==> src/rtl/mpram_port_sched_if.sv <==
// Request/response and RAM-side bus bundle for mpram_port_sched.
// master: request source plus RAM read data; slave: the scheduler.
interface mpram_port_sched_if #(
  parameter int MD = 16,
  parameter int DW = 32,
  parameter int nP = 2
) ();
  localparam int AW = $clog2(MD);

  logic [nP-1:0]    reqValid;
  logic [nP-1:0]    reqReady;
  logic [nP-1:0]    reqWr;
  logic [AW*nP-1:0] reqAddr;
  logic [DW*nP-1:0] reqData;
  logic [nP-1:0]    rspValid;
  logic [DW*nP-1:0] rspData;
  logic [nP-1:0]    wrRd;
  logic [nP-1:0]    wEn;
  logic [AW*nP-1:0] wAddr;
  logic [DW*nP-1:0] wData;
  logic [AW*nP-1:0] rAddr;
  logic [DW*nP-1:0] rData;
  logic [15:0]      cflCnt;

  modport master (
    output reqValid, reqWr, reqAddr, reqData, rData,
    input  reqReady, rspValid, rspData, wrRd, wEn, wAddr, wData, rAddr, cflCnt
  );

  modport slave (
    input  reqValid, reqWr, reqAddr, reqData, rData,
    output reqReady, rspValid, rspData, wrRd, wEn, wAddr, wData, rAddr, cflCnt
  );
endinterface

==> src/rtl/mpram_port_sched.sv <==
// Per-port request FIFOs feeding a registered issue stage for a switched-port
// LVT multiported RAM. Same-address writes from several ports in one cycle are
// serialised by port index; issued reads are tracked so the returning rData
// is flagged with rspValid after the RAM read latency.
module mpram_port_sched #(
  parameter int MD  = 16,
  parameter int DW  = 32,
  parameter int nP  = 2,
  parameter int DEP = 4,
  parameter int RL  = 1
) (
  input  logic              clk,
  input  logic              rst,
  mpram_port_sched_if.slave bus
);
  localparam int AW = $clog2(MD);
  localparam int PW = $clog2(DEP);
  localparam int CW = PW + 1;
  localparam int SW = $clog2(nP) + 1;

  logic          fifo_wr_q   [nP][DEP];
  logic [AW-1:0] fifo_addr_q [nP][DEP];
  logic [DW-1:0] fifo_data_q [nP][DEP];
  logic [PW-1:0] wptr_q [nP];
  logic [PW-1:0] wptr_d [nP];
  logic [PW-1:0] rptr_q [nP];
  logic [PW-1:0] rptr_d [nP];
  logic [CW-1:0] cnt_q  [nP];
  logic [CW-1:0] cnt_d  [nP];

  logic          head_wr   [nP];
  logic [AW-1:0] head_addr [nP];
  logic [DW-1:0] head_data [nP];
  logic [nP-1:0] ready;
  logic [nP-1:0] push;
  logic [nP-1:0] nonempty;
  logic [nP-1:0] stall;
  logic [nP-1:0] issue;
  logic [SW-1:0] stall_cnt;

  logic [nP-1:0] wr_rd_q, wr_rd_d;
  logic [nP-1:0] wen_q, wen_d;
  logic [nP-1:0] rd_iss_q, rd_iss_d;
  logic [AW-1:0] waddr_q [nP];
  logic [AW-1:0] waddr_d [nP];
  logic [AW-1:0] raddr_q [nP];
  logic [AW-1:0] raddr_d [nP];
  logic [DW-1:0] wdata_q [nP];
  logic [DW-1:0] wdata_d [nP];
  logic [RL-1:0] rsp_pipe_q [nP];
  logic [RL-1:0] rsp_pipe_d [nP];
  logic [15:0]   cfl_q, cfl_d;
  logic [16:0]   cfl_sum;

  // FIFO status, head entry and accept handshake (ready forced low in reset)
  always_comb begin
    ready    = '0;
    push     = '0;
    nonempty = '0;
    for (int p = 0; p < nP; p++) begin
      nonempty[p]  = (cnt_q[p] != '0);
      ready[p]     = (cnt_q[p] != CW'(DEP)) && !rst;
      push[p]      = bus.reqValid[p] && ready[p];
      head_wr[p]   = fifo_wr_q[p][rptr_q[p]];
      head_addr[p] = fifo_addr_q[p][rptr_q[p]];
      head_data[p] = fifo_data_q[p][rptr_q[p]];
    end
  end

  // Write-collision arbitration: the lowest-indexed writer to an address wins
  always_comb begin
    stall     = '0;
    issue     = '0;
    stall_cnt = '0;
    for (int p = 0; p < nP; p++) begin
      for (int q = 0; q < p; q++) begin
        if (nonempty[p] && head_wr[p] && nonempty[q] && head_wr[q] &&
            (head_addr[q] == head_addr[p]))
          stall[p] = 1'b1;
      end
      issue[p]  = nonempty[p] && !stall[p];
      stall_cnt = stall_cnt + SW'(stall[p]);
    end
  end

  // FIFO pointer/occupancy and saturating stall-counter next state
  always_comb begin
    for (int p = 0; p < nP; p++) begin
      wptr_d[p] = push[p]  ? wptr_q[p] + 1'b1 : wptr_q[p];
      rptr_d[p] = issue[p] ? rptr_q[p] + 1'b1 : rptr_q[p];
      cnt_d[p]  = cnt_q[p] + CW'(push[p]) - CW'(issue[p]);
    end
    cfl_sum = {1'b0, cfl_q} + 17'(stall_cnt);
    cfl_d   = cfl_sum[16] ? 16'hFFFF : cfl_sum[15:0];
  end

  // Issue register next state; idle slots hold address/data
  always_comb begin
    wr_rd_d  = '0;
    wen_d    = '0;
    rd_iss_d = '0;
    for (int p = 0; p < nP; p++) begin
      waddr_d[p]    = waddr_q[p];
      raddr_d[p]    = raddr_q[p];
      wdata_d[p]    = wdata_q[p];
      rsp_pipe_d[p] = (rsp_pipe_q[p] << 1) | RL'(rd_iss_q[p]);
      if (issue[p]) begin
        raddr_d[p] = head_addr[p];
        if (head_wr[p]) begin
          wr_rd_d[p] = 1'b1;
          wen_d[p]   = 1'b1;
          waddr_d[p] = head_addr[p];
          wdata_d[p] = head_data[p];
        end else begin
          rd_iss_d[p] = 1'b1;
        end
      end
    end
  end

  // Control, issue and response-tracking registers
  always_ff @(posedge clk) begin
    if (rst) begin
      wr_rd_q  <= '0;
      wen_q    <= '0;
      rd_iss_q <= '0;
      cfl_q    <= '0;
      for (int p = 0; p < nP; p++) begin
        wptr_q[p]     <= '0;
        rptr_q[p]     <= '0;
        cnt_q[p]      <= '0;
        waddr_q[p]    <= '0;
        raddr_q[p]    <= '0;
        wdata_q[p]    <= '0;
        rsp_pipe_q[p] <= '0;
      end
    end else begin
      wr_rd_q  <= wr_rd_d;
      wen_q    <= wen_d;
      rd_iss_q <= rd_iss_d;
      cfl_q    <= cfl_d;
      for (int p = 0; p < nP; p++) begin
        wptr_q[p]     <= wptr_d[p];
        rptr_q[p]     <= rptr_d[p];
        cnt_q[p]      <= cnt_d[p];
        waddr_q[p]    <= waddr_d[p];
        raddr_q[p]    <= raddr_d[p];
        wdata_q[p]    <= wdata_d[p];
        rsp_pipe_q[p] <= rsp_pipe_d[p];
      end
    end
  end

  // FIFO storage; pushes never happen in reset because ready is low
  always_ff @(posedge clk) begin
    for (int p = 0; p < nP; p++) begin
      if (push[p]) begin
        fifo_wr_q[p][wptr_q[p]]   <= bus.reqWr[p];
        fifo_addr_q[p][wptr_q[p]] <= bus.reqAddr[p*AW +: AW];
        fifo_data_q[p][wptr_q[p]] <= bus.reqData[p*DW +: DW];
      end
    end
  end

  // Pack per-port registers onto the bus; read data passes straight through
  always_comb begin
    bus.reqReady = ready;
    bus.wrRd     = wr_rd_q;
    bus.wEn      = wen_q;
    bus.rspValid = '0;
    bus.wAddr    = '0;
    bus.rAddr    = '0;
    bus.wData    = '0;
    for (int p = 0; p < nP; p++) begin
      bus.rspValid[p]         = rsp_pipe_q[p][RL-1];
      bus.wAddr[p*AW +: AW]   = waddr_q[p];
      bus.rAddr[p*AW +: AW]   = raddr_q[p];
      bus.wData[p*DW +: DW]   = wdata_q[p];
    end
    bus.rspData = bus.rData;
    bus.cflCnt  = cfl_q;
  end
endmodule

==> src/flat_wrapper.sv <==
// flat-port wrapper written by rule: the top's interface ports become plain ports
module mpram_port_sched_flat 
#(
  parameter int MD  = 16,
  parameter int DW  = 32,
  parameter int nP  = 2,
  parameter int DEP = 4,
  parameter int RL  = 1
)
  (clk, rst, bus_reqValid, bus_reqWr, bus_reqAddr, bus_reqData, bus_rData, bus_reqReady, bus_rspValid, bus_rspData, bus_wrRd, bus_wEn, bus_wAddr, bus_wData, bus_rAddr, bus_cflCnt);
  mpram_port_sched_if #(.MD(MD), .DW(DW), .nP(nP)) bus_i ();
  input  logic clk;
  input  logic rst;
  input wire logic [$bits(bus_i.reqValid)-1:0] bus_reqValid;
  input wire logic [$bits(bus_i.reqWr)-1:0] bus_reqWr;
  input wire logic [$bits(bus_i.reqAddr)-1:0] bus_reqAddr;
  input wire logic [$bits(bus_i.reqData)-1:0] bus_reqData;
  input wire logic [$bits(bus_i.rData)-1:0] bus_rData;
  output wire logic [$bits(bus_i.reqReady)-1:0] bus_reqReady;
  output wire logic [$bits(bus_i.rspValid)-1:0] bus_rspValid;
  output wire logic [$bits(bus_i.rspData)-1:0] bus_rspData;
  output wire logic [$bits(bus_i.wrRd)-1:0] bus_wrRd;
  output wire logic [$bits(bus_i.wEn)-1:0] bus_wEn;
  output wire logic [$bits(bus_i.wAddr)-1:0] bus_wAddr;
  output wire logic [$bits(bus_i.wData)-1:0] bus_wData;
  output wire logic [$bits(bus_i.rAddr)-1:0] bus_rAddr;
  output wire logic [$bits(bus_i.cflCnt)-1:0] bus_cflCnt;
  assign bus_i.reqValid = bus_reqValid;
  assign bus_i.reqWr = bus_reqWr;
  assign bus_i.reqAddr = bus_reqAddr;
  assign bus_i.reqData = bus_reqData;
  assign bus_i.rData = bus_rData;
  assign bus_reqReady = bus_i.reqReady;
  assign bus_rspValid = bus_i.rspValid;
  assign bus_rspData = bus_i.rspData;
  assign bus_wrRd = bus_i.wrRd;
  assign bus_wEn = bus_i.wEn;
  assign bus_wAddr = bus_i.wAddr;
  assign bus_wData = bus_i.wData;
  assign bus_rAddr = bus_i.rAddr;
  assign bus_cflCnt = bus_i.cflCnt;
  mpram_port_sched #(.MD(MD), .DW(DW), .nP(nP), .DEP(DEP), .RL(RL)) u_core (.clk(clk), .rst(rst), .bus(bus_i));
endmodule
==> config.mk <==
export PLATFORM = sky130hd
export DESIGN_NAME = mpram_port_sched_flat
export DESIGN_NICKNAME = d
export VERILOG_FILES = /design/src/rtl/mpram_port_sched_if.sv /design/src/rtl/mpram_port_sched.sv /design/src/flat_wrapper.sv
export SDC_FILE = /design/constraint.sdc
export NUM_CORES = 1
export LEC_CHECK = 0
export BUFFER_PORTS_ARGS = -buffer_cell sky130_fd_sc_hd__buf_2
export CAP_MARGIN = 20
export CORE_ASPECT_RATIO = 0.7
export CORE_MARGIN = 1
export CORE_UTILIZATION = 25
export CTS_CLUSTER_DIAMETER = 40
export DETAILED_ROUTE_END_ITERATION = 10
export PLACE_DENSITY = 0.51
export RECOVER_POWER = 50
export SETUP_SLACK_MARGIN = 0.5
export SKIP_LAST_GASP = 1
export SYNTH_ARGS = -nofsm -noshare
export SYNTH_HDL_FRONTEND = slang
export SYNTH_SLANG_ARGS = --single-unit
export TNS_END_PERCENT = 1
==> constraint.sdc <==
create_clock -name clk -period 7.1 [get_ports clk]
set_input_delay 0.71 -clock clk [delete_from_list [all_inputs] [get_ports clk]]
set_output_delay 0.71 -clock clk [all_outputs]
set_load 0.1 [all_outputs]
**Yosys cells after proc, flatten, opt, wreduce, memory -nomap -nowiden**

Memories as Yosys holds them, arrays and structs flattened.
Index checks and enable logic that the tools add are counted.

- Register bits after elaboration: 20
- Bits in latches: 0
- Bits in writable memories: 392
- Bits in read-only memories: 0
- Input port bits: 142
- Memories: 10

- $add $sub $neg: 9
- $mul: 0
- Divide/modulo/power cells: 0
- Magnitude comparators: 6
- Eq/ne operators: 3
- Shifts and indexed selects: 0
- Multiplexer cells: 75
- Bitwise gates (word level): 20
- Reduce and logical (&&, ||, !) cells: 17

Memories:

| name | depth | bits a word | rd ports | clocked after Yosys merged registers in | write ports | line | RTL |
|---|---|---|---|---|---|---|---|
| u_core.fifo_data_q | 2 | 128 | 2 | 0 | 2 | mpram_port_sched.sv:23 | `logic [DW-1:0] fifo_data_q [nP][DEP];` |
| u_core.wdata_q | 2 | 32 | 2 | 0 | 2 | mpram_port_sched.sv:48 | `logic [DW-1:0] wdata_q [nP];` |
| u_core.fifo_addr_q | 2 | 16 | 2 | 0 | 2 | mpram_port_sched.sv:22 | `logic [AW-1:0] fifo_addr_q [nP][DEP];` |
| u_core.fifo_wr_q | 2 | 4 | 2 | 0 | 2 | mpram_port_sched.sv:21 | `logic fifo_wr_q [nP][DEP];` |
| u_core.raddr_q | 2 | 4 | 2 | 0 | 2 | mpram_port_sched.sv:46 | `logic [AW-1:0] raddr_q [nP];` |
| u_core.waddr_q | 2 | 4 | 2 | 0 | 2 | mpram_port_sched.sv:44 | `logic [AW-1:0] waddr_q [nP];` |
| +4 memories | -- | -- | -- | -- | -- | -- |  |

Operator list:

| cell | number |
|---|---|
| 32-bit 2-to-1 mux | 12 |
| 128-bit 2-to-1 mux | 2 |
| 32-bit binary-select mux with 2-bit select | 2 |
| 32-bit demux with 2-bit select | 2 |
| 4-bit 2-to-1 mux | 18 |
| 16-bit 2-to-1 mux | 3 |
| 1-bit 2-to-1 mux | 18 |
| 16-bit by 1-bit adder with 17-bit output | 1 |
| 4-bit binary-select mux with 2-bit select | 2 |
| 4-bit demux with 2-bit select | 2 |
| 2-bit 2-to-1 mux | 8 |
| 1-bit bitwise OR | 14 |
| 3-bit >= comparator, second input constant | 4 |
| 2-bit inverter with 3-bit output | 4 |
| 1-bit logical AND | 11 |
| 2-bit by 1-bit adder with 2-bit output, second input constant | 4 |
| 3-bit by 1-bit adder with 3-bit output | 2 |
| 3-bit by 1-bit < comparator with 1-bit output, second input constant | 2 |
| 3-bit 2-to-1 mux | 2 |
| 3-bit != test, second input constant | 2 |
| 3-bit nonzero test | 2 |
| 3-bit by 1-bit subtractor with 3-bit output | 2 |
| 1-bit binary-select mux with 2-bit select | 2 |
| 1-bit demux with 2-bit select | 2 |
| 4 further kinds | 7 |

**Longest topological paths before layout**

Gate-level depths: netlist (run 1).
An unclocked memory read counts as a cell.

- Word-level depth: 14
- Depth in mapped cells: 15
- Depth with buffers taken out: 11

**Least setup slack after synthesis (run 1)**

No wires, ideal clock.

- Path type: input -> register
- From: in rst
- To: mem u_core.fifo_addr_q[0][0] (netlist bit), enable pin
- Setup time: 0.398 ns
- Arrival: 3.519 ns
- Data required time: 6.702 ns
- Path slack: 3.183 ns
- Cell stages on the path: 2
- Path buffers: 0
- Path through: a31oi_1 > and3_1

RTL lines:

| what | line | RTL |
|---|---|---|
| start, declared | flat_wrapper.sv:13 | `input logic rst;` |
| end, declared | mpram_port_sched.sv:22 |  |

**Worst setup path after layout (run 1)**

- From: in rst
- To: reg u_core.rd_iss_q[1]

- Longest elaborated chain between the ends: 1

Ends and longest elaborated chain:

| what | line | RTL |
|---|---|---|
| 2-bit OR reduction (no line) | -- |  |
| end signal, assigned | mpram_port_sched.sv:140 | `rd_iss_q <= rd_iss_d;` |
| end, declared | mpram_port_sched.sv:43 | `logic [nP-1:0] rd_iss_q, rd_iss_d;` |

No other way between the ends.
A chain may end at the register's enable or synchronous reset.

==> flow_metrics.py, run 1 <==
metrics = {
    "timing": {
        "period_needed_ns": 5.38,
        "finalHoldViolations": 0,
        "max_freq_mhz": 186,
        "setup_violations": 0,
        "min_period_over_period": 0.757,
        "maxSlewHeadroom": -1.10,
        "worst_slew_pin_slew_ns": 3.16,
        "finClkSkew_ns": 0.0277,
        "setup_tns_ns": 0,
        "drv_slew": 127,
        "grt_setup_unrepaired": "false",
    },
    "placed_design": {
        "port_buffers": 181,
        "dpl.hpwl_um": 24300,
        "place_area_um2": 17700,
        "place_congestion": 0.753,
    },
    "route": {
        "drt_iter0_drc": 537,
        "ant_nets": 0,
        "post_drt_wl_per_cell_um": 19.3,
        "wirelength_um": 40500,
        "first_pass_iters": 5,
        "via_per_inst": 4.41,
        "drc": 0,
        "vias": 9281,
    },
    "setup_path": {
        "required_ns": 7.38,
        "path_delay_family": "buffers and inverters",
        "arrival_ns": 5.66,
        "cp_slowest_cell": "clkbuf_1",
        "crit_buf_inv": 2,
        "crit_chain": "clkbuf_1 -> clkbuf_1 -> nor3_1",
        "critical_path.most_common_cell": "clkbuf_1",
        "worst_setup_path_start_kind": "input port",
        "critPathMaxFanout": 68,
        "cpPeakStageDelay_ns": 2.35,
        "criticalPathCategory": "in2reg",
        "critPathCaptureType": "flop",
        "crit_start": "rst",
        "rr_startpoint": "u_core.rptr_q[0][2]$_SDFFE_PP0P_",
    },
    "global_routing": {
        "grt_overflow_total": 0,
        "grt_pass1_wl_um": 60300,
        "grt_usage": 0.120,
        "grt_start_max_net_pins": 75,
        "antenna_found_initial": 11,
        "grt_pass1_vias": 9535,
    },
    "synth": {
        "synth_top_area_share": 0.543,
        "synthTopCellsByArea": "edfxtp_1, dfxtp_1, mux4_2",
        "ys.warnings.count": 0,
        "syn_nets": 1210,
        "synth-edff-count": 296,
        "synth_area_leader_cell": "edfxtp_1",
        "async_flop_share": 0,
        "synth_ff_type": "edfxtp_1",
        "syn_area_um2": 16400,
        "synth_area_per_cell_um2": 15.5,
        "ys_seq_elements": 412,
        "ys_seq_area_frac": 0.685,
        "synth_cell_types": 41,
        "synth_cells": 1053,
    },
    "cts": {
        "htree_levels": 2,
        "clockRootBuffer": "clkbuf_16",
        "cts_tree": "yes",
        "cts_buffer_depth": 3,
        "cts_buffers": 57,
        "clk_latency_ns": 0.60,
        "clk_pin_slew_ns": 0.06,
        "postCtsSetupBuffers": 0,
        "clock_sinks": 412,
        "ctsResizeCount": 0,
        "cts_hold_buffers": 0,
    },
    "cells_and_area": {
        "postLayoutCoreUtil": 0.300,
        "area_growth_pct": 18.8,
        "drive_gt1_frac": 0.208,
        "final_nets": 1332,
        "finalInstanceArea_um2": 19400,
    },
    "worst_hold_path": {
        "hold_class": "in2reg",
        "hp-start": "bus_reqData[10]",
    },
    "power_and_ir_drop": {
        "powerDensity_nw_per_um2": 491,
        "p_leak_nw": 6.26,
        "ir_worst_vdd_v": 0.000202,
    },
    "job": {
        "max-cap-violations": 2,
    },
    "run_status": {
        "violations": "capacitance limit, slew limit",
        "status": "finished, violations left",
    },
    "floorplanning": {
        "die_area_um2": 66500,
        "core_um2": 64700,
        "pin_count": 310,
        "rows": 78,
        "die_y_um": 216,
        "start_util": 0.253,
        "die_x_um": 308,
    },
}
## cells in the mapped netlist, types with 2 or more instances
cell type,count
dfxtp_1,116
xor2_1,8
clkbuf_1,38
buf_6,11
a21o_1,2
nand2_1,94
ha_1,13
buf_1,8
buf_2,14
nand2b_1,9
a2bb2oi_1,36
and3_1,11
nor3_1,7
mux2i_1,5
o2111ai_1,36
fa_1,2
buf_4,67
mux4_2,74
o31ai_1,2
xnor2_1,13
nor2b_1,8
nor2_1,16
and2_1,4
nand3_1,45
a21oi_1,93
inv_1,11
edfxtp_1,296
## through the flow
stage          worst slack, ns  total power (W)  hold slack [ns]  std cells
4_1_cts                   2.23          0.00973            0.279       2104
2_1_floorplan             3.18          0.00628            0.414       1053
3_5_place_dp              2.27          0.00685            0.446       1996
6_report                  1.72          0.00955            0.373       2105
3_3_place_gp              2.35          0.00681            0.434       1996
5_1_grt                   1.24          0.00998            0.352       2104
## power by group
part	switching [W]	total (W)	internal, W
clock network	0.00110	0.00284	0.00173
registers	0.000267	0.00316	0.00290
logic	0.00265	0.00355	0.000900
## registers in the layout, indices dropped and copies added (netlist names), 4 cells and up
signal and cells:
u_core.wptr_q 4, u_core.waddr_q 8, u_core.bus.cflCnt 16, u_core.cnt_q 6, u_core.rptr_q 4, u_core.wdata_q 64, u_core.raddr_q 8, u_core.fifo_wr_q 8
u_core.fifo_addr_q 32, u_core.fifo_data_q 256
## routing by layer
layer / GRT usage / share of wire / vias to the layer above / wire length (um)
met4: 0.0405 / 0.023 / 20 / 947
li1: - / - / 4219 / -
met2: 0.184 / 0.46 / 231 / 18500
met1: 0.156 / 0.44 / 4711 / 17800
met5: 0 / 0.0030 / - / 120
met3: 0.0447 / 0.078 / 100 / 3160
## kinds of logic (layout without fill, tap and decap cells)
logic type | count (synthesis) | count (layout) | share of synthesized area
other | 0 | 1 | 0
adder cells (fa/ha/maj) | 15 | 15 | 0.0124
flip-flops | 412 | 412 | 0.685
AO/OA/AOI/OAI | 171 | 171 | 0.0702
buffers and inverters | 150 | 321 | 0.0559
XOR/XNOR | 22 | 22 | 0.0122
multiplexers | 81 | 81 | 0.107
AND/OR/NAND/NOR | 202 | 202 | 0.0576
## final cells by class
class | instances | area [um^2]
diodes | 1 | 2.50
inverters | 12 | 45.0
clock inverters | 37 | 378
flip-flops and latches | 412 | 11200
repair buffers | 201 | 880
fillers | 6512 | 45300
clock buffers | 71 | 1560
multi-input cells | 491 | 4260
well taps | 880 | 1100
## cells in the final DEF, fill, tap and decap left out, drive strengths merged, types with 2 or more instances in the layout
cell type,n
edfxtp,296
clkbuf,210
dfxtp,116
nand2,94
a21oi,94
mux4,74
buf,62
nand3,46
o2111ai,36
a2bb2oi,36
inv,23
nor2,16
clkinv,16
xnor2,14
ha,13
and3,12
nand2b,9
nor2b,8
xor2,8
nor3,8
clkinvlp,6
mux2i,5
bufinv,4
and2,4
a21o,2
o31ai,2
fa,2
mux2,2
## final timing paths
| path | end | slack, ns | cells after the start |
|---|---|---|---|
| worst max-delay path | u_core.rd_iss_q[1]$_SDFF_PP0_ | 1.72 | 3 |
| worst max register to register | u_core.bus.cflCnt[11]$_SDFF_PP0_ | 2.29 | 11 |
| worst min-delay path | u_core.fifo_data_q[0][10]$_DFFE_PP_ | 0.37 | 1 |
| worst min register to register | u_core.rsp_pipe_q[0][0]$_SDFF_PP0_ | 0.44 | 1 |
Power figures use the tool's default switching activity.
==> inputs of run 2 (changes only) <==
--- a/config.mk
+++ b/config.mk
@@ -5,6 +5,7 @@
 export SDC_FILE = /design/constraint.sdc
 export NUM_CORES = 1
 export LEC_CHECK = 0
+export ABC_AREA = 1
 export BUFFER_PORTS_ARGS = -buffer_cell sky130_fd_sc_hd__buf_2
 export CAP_MARGIN = 20
 export CORE_ASPECT_RATIO = 0.7
==> constraint.sdc (replaced) <==
create_clock -name clk -period 5.25 [get_ports clk]
set_input_delay 0.525 -clock clk [delete_from_list [all_inputs] [get_ports clk]]
set_output_delay 0.525 -clock clk [all_outputs]
set_load 0.1 [all_outputs]
==> flow_metrics.py, run 2 <==
metrics = {
    "synth": {
        "syn_nets": 1659,
        "synthAdderAreaFrac": 0.0124,
        "synth_ff_type": "edfxtp_1",
        "async_flop_share": 0,
        "synth_compound_area_frac": 0.0902,
        "synth_top_area_share": 0.544,
        "synth_top_family_by_area": "simple AND/OR/NAND/NOR gates",
        "synth-simple-area-share": 0.129,
        "synth_cells": 1502,
        "synth_area_leader_cell": "edfxtp_1",
        "synth_cell_types": 27,
        "yosysMostFrequentCell": "nor2_1",
        "synth_commonest_cells": "nor2_1, edfxtp_1, nand2_1",
        "synthXorXnorAreaFrac": 0.00803,
        "synth-edff-count": 296,
        "synthTopCellsByArea": "edfxtp_1, dfxtp_1, nor2_1",
        "synth.area.mux_share": 0,
        "syn_area_um2": 16400,
        "synth_area_per_cell_um2": 10.9,
        "ys_seq_area_frac": 0.686,
        "ys.warnings.count": 0,
        "ys_seq_elements": 412,
    },
    "timing": {
        "grt_setup_unrepaired": "false",
        "maxSlewHeadroom": 0.0156,
        "min_period_over_period": 0.787,
        "max_freq_mhz": 242,
        "setup_violations": 0,
        "finalHoldViolations": 0,
        "setup_tns_ns": 0,
        "period_needed_ns": 4.13,
        "worst_slew_pin_slew_ns": 1.48,
        "drv_slew": 0,
        "finClkSkew_ns": 0.0454,
    },
    "setup_path": {
        "criticalPathCategory": "in2reg",
        "r2r_setup_slack_ns": 1.37,
        "required_ns": 5.73,
        "arrival_ns": 4.61,
        "critPathCaptureType": "flop",
        "worst_setup_path_start_kind": "input port",
        "rr_startpoint": "u_core.rptr_q[0][3]$_SDFFE_PP0P_",
        "r2r_end": "u_core.bus.cflCnt[13]$_SDFF_PP0_",
        "reg2reg_depth": 18,
        "critPathMaxFanout": 36,
    },
    "global_routing": {
        "grt_use_met3": 0.0439,
        "grt_usage": 0.123,
        "grt_overflow_total": 0,
        "grt.busiest_layer": "met2",
        "grt_pass1_wl_um": 62900,
        "use_met2": 0.192,
        "antenna_found_initial": 6,
        "grt_pass1_vias": 10700,
        "use_met1": 0.156,
        "grt_start_max_net_pins": 78,
    },
    "cells_and_area": {
        "final_common_cell": "nor2_1",
        "area_growth_pct": 21.8,
        "finalInstanceArea_um2": 19900,
        "largest_register_ffs": 256,
        "drive_gt1_frac": 0.119,
        "final_nets": 1789,
        "final_cell_mix": "nor2_1, edfxtp_1, nand2_1",
        "nFillCells": 6607,
    },
    "cts": {
        "cts_buffers": 68,
        "htree_levels": 3,
        "ctsResizeCount": 0,
        "cts_buffer_depth": 3,
        "postCtsSetupBuffers": 0,
        "clk_pin_slew_ns": 0.05,
        "cts_hold_buffers": 0,
        "clk_latency_ns": 0.60,
        "clock_sinks": 412,
        "cts_tree": "yes",
        "clockRootBuffer": "clkbuf_16",
    },
    "floorplanning": {
        "rows": 78,
        "die_area_um2": 66500,
        "die_y_um": 216,
        "core_um2": 64700,
        "pin_count": 310,
        "start_util": 0.253,
        "die_x_um": 308,
    },
    "power_and_ir_drop": {
        "powerDensity_nw_per_um2": 672,
        "ir_worst_vdd_v": 0.000314,
        "p_leak_nw": 7.39,
    },
    "worst_hold_path": {
        "hp-start": "bus_reqData[37]",
        "hold_class": "in2reg",
        "holdPathEnd": "u_core.fifo_data_q[0][133]$_DFFE_PP_",
        "hold_depth": 1,
    },
    "route": {
        "post_drt_wl_per_cell_um": 16.0,
        "drc": 0,
        "wirelength_um": 41000,
        "ant_nets": 0,
        "via_per_inst": 4.18,
        "first_pass_iters": 5,
        "drt_iter0_drc": 557,
        "vias": 10800,
    },
    "placed_design": {
        "dpl.hpwl_um": 24900,
        "port_buffers": 181,
        "place_area_um2": 17700,
        "place_congestion": 0.760,
    },
    "run_status": {
        "status": "finished clean",
    },
    "job": {
        "max-cap-violations": 0,
    },
}
[run 2: cell types whose count changed after synthesis, moves of 64 or more]
cell / previous run / this run
nand2_1: 94 / 192
nor2_1: 16 / 306
mux4_2: 74 / 0
inv_1: 11 / 94
o22ai_1: 0 / 64
o21ai_0: 0 / 186
a21oi_1: 93 / 26
[run 2: kinds of logic (layout without fill, tap and decap cells)]
family                     after synthesis  in the layout
AOI/OAI and AO/OA                      278            278
adders and majority gates               15             15
and+or+nand+nor                        540            540
other                                    0              4
buffers and inverters                  242            428
DFF                                    412            412
xor gates and xnor gates                15             15
[run 2: stage by stage]
step / cells / total power [W] / hold slack (ns) / util / setup slack, ns
after floorplan: 1502 / 0.00829 / 0.388 / - / 0.327
after global placement: 2440 / 0.00906 / 0.398 / 0.274 / 1.49
after detailed placement: 2440 / 0.00911 / 0.409 / 0.274 / 1.42
after CTS: 2566 / 0.0136 / 0.0913 / 0.310 / 1.36
after global routing: 2569 / 0.0141 / 0.168 / 0.308 / 0.709
final: 2572 / 0.0134 / 0.186 / 0.308 / 1.12
[run 2: power breakdown]
| group | leakage, nW | internal, W | switching (W) | total [W] |
|---|---|---|---|---|
| sequential | 3.64 | 0.00392 | 0.000178 | 0.00410 |
| clock | 1.12 | 0.00270 | 0.00171 | 0.00441 |
| combinational | 2.63 | 0.000902 | 0.00397 | 0.00487 |
[run 2: layout make-up]
class | instances | area, um^2 | share of cell area
tap | 880 | 1100 | 0.0553
inverter | 98 | 369 | 0.0185
clock buffer | 76 | 1790 | 0.0900
multi-input combinational | 848 | 3980 | 0.200
clock inverter | 50 | 526 | 0.0264
sequential | 412 | 11200 | 0.563
antenna | 4 | 10.0 | 0.000503
timing repair buffer | 204 | 920 | 0.0462
[run 2: layer usage]
| layer | up-vias | wire, um |
|---|---|---|
| li1 | 5321 | - |
| met2 | 204 | 18800 |
| met3 | 86 | 2740 |
| met5 | - | 25 |
| met4 | 4 | 934 |
| met1 | 5143 | 18500 |
[run 2: worst max-delay path: stages]
cell	delay (ns)
clkbuf_1	1.04
clkinvlp_2	1.53
clkbuf_2	0.81
buf_4	0.46
nand3_1	0.15
inv_1	0.04
[run 2: how the worst max path moves through the flow]
| stage | startpoint | endpoint | slack (ns) | cells past startpoint |
|---|---|---|---|---|
| floorplan | rst | u_core.fifo_addr_q[0][16]$_DFFE_PP_ | 0.33 | 4 |
| global placement | u_core.rptr_q[0][3]$_SDFFE_PP0P_ | u_core.bus.cflCnt[11]$_SDFF_PP0_ | 1.49 | 18 |
| detailed placement | u_core.rptr_q[0][3]$_SDFFE_PP0P_ | u_core.bus.cflCnt[11]$_SDFF_PP0_ | 1.42 | 18 |
| CTS | u_core.rptr_q[0][3]$_SDFFE_PP0P_ | u_core.bus.cflCnt[13]$_SDFF_PP0_ | 1.36 | 18 |
| global route | rst | u_core.rd_iss_q[1]$_SDFF_PP0_ | 0.71 | 6 |
| finish | rst | u_core.rd_iss_q[1]$_SDFF_PP0_ | 1.12 | 6 |
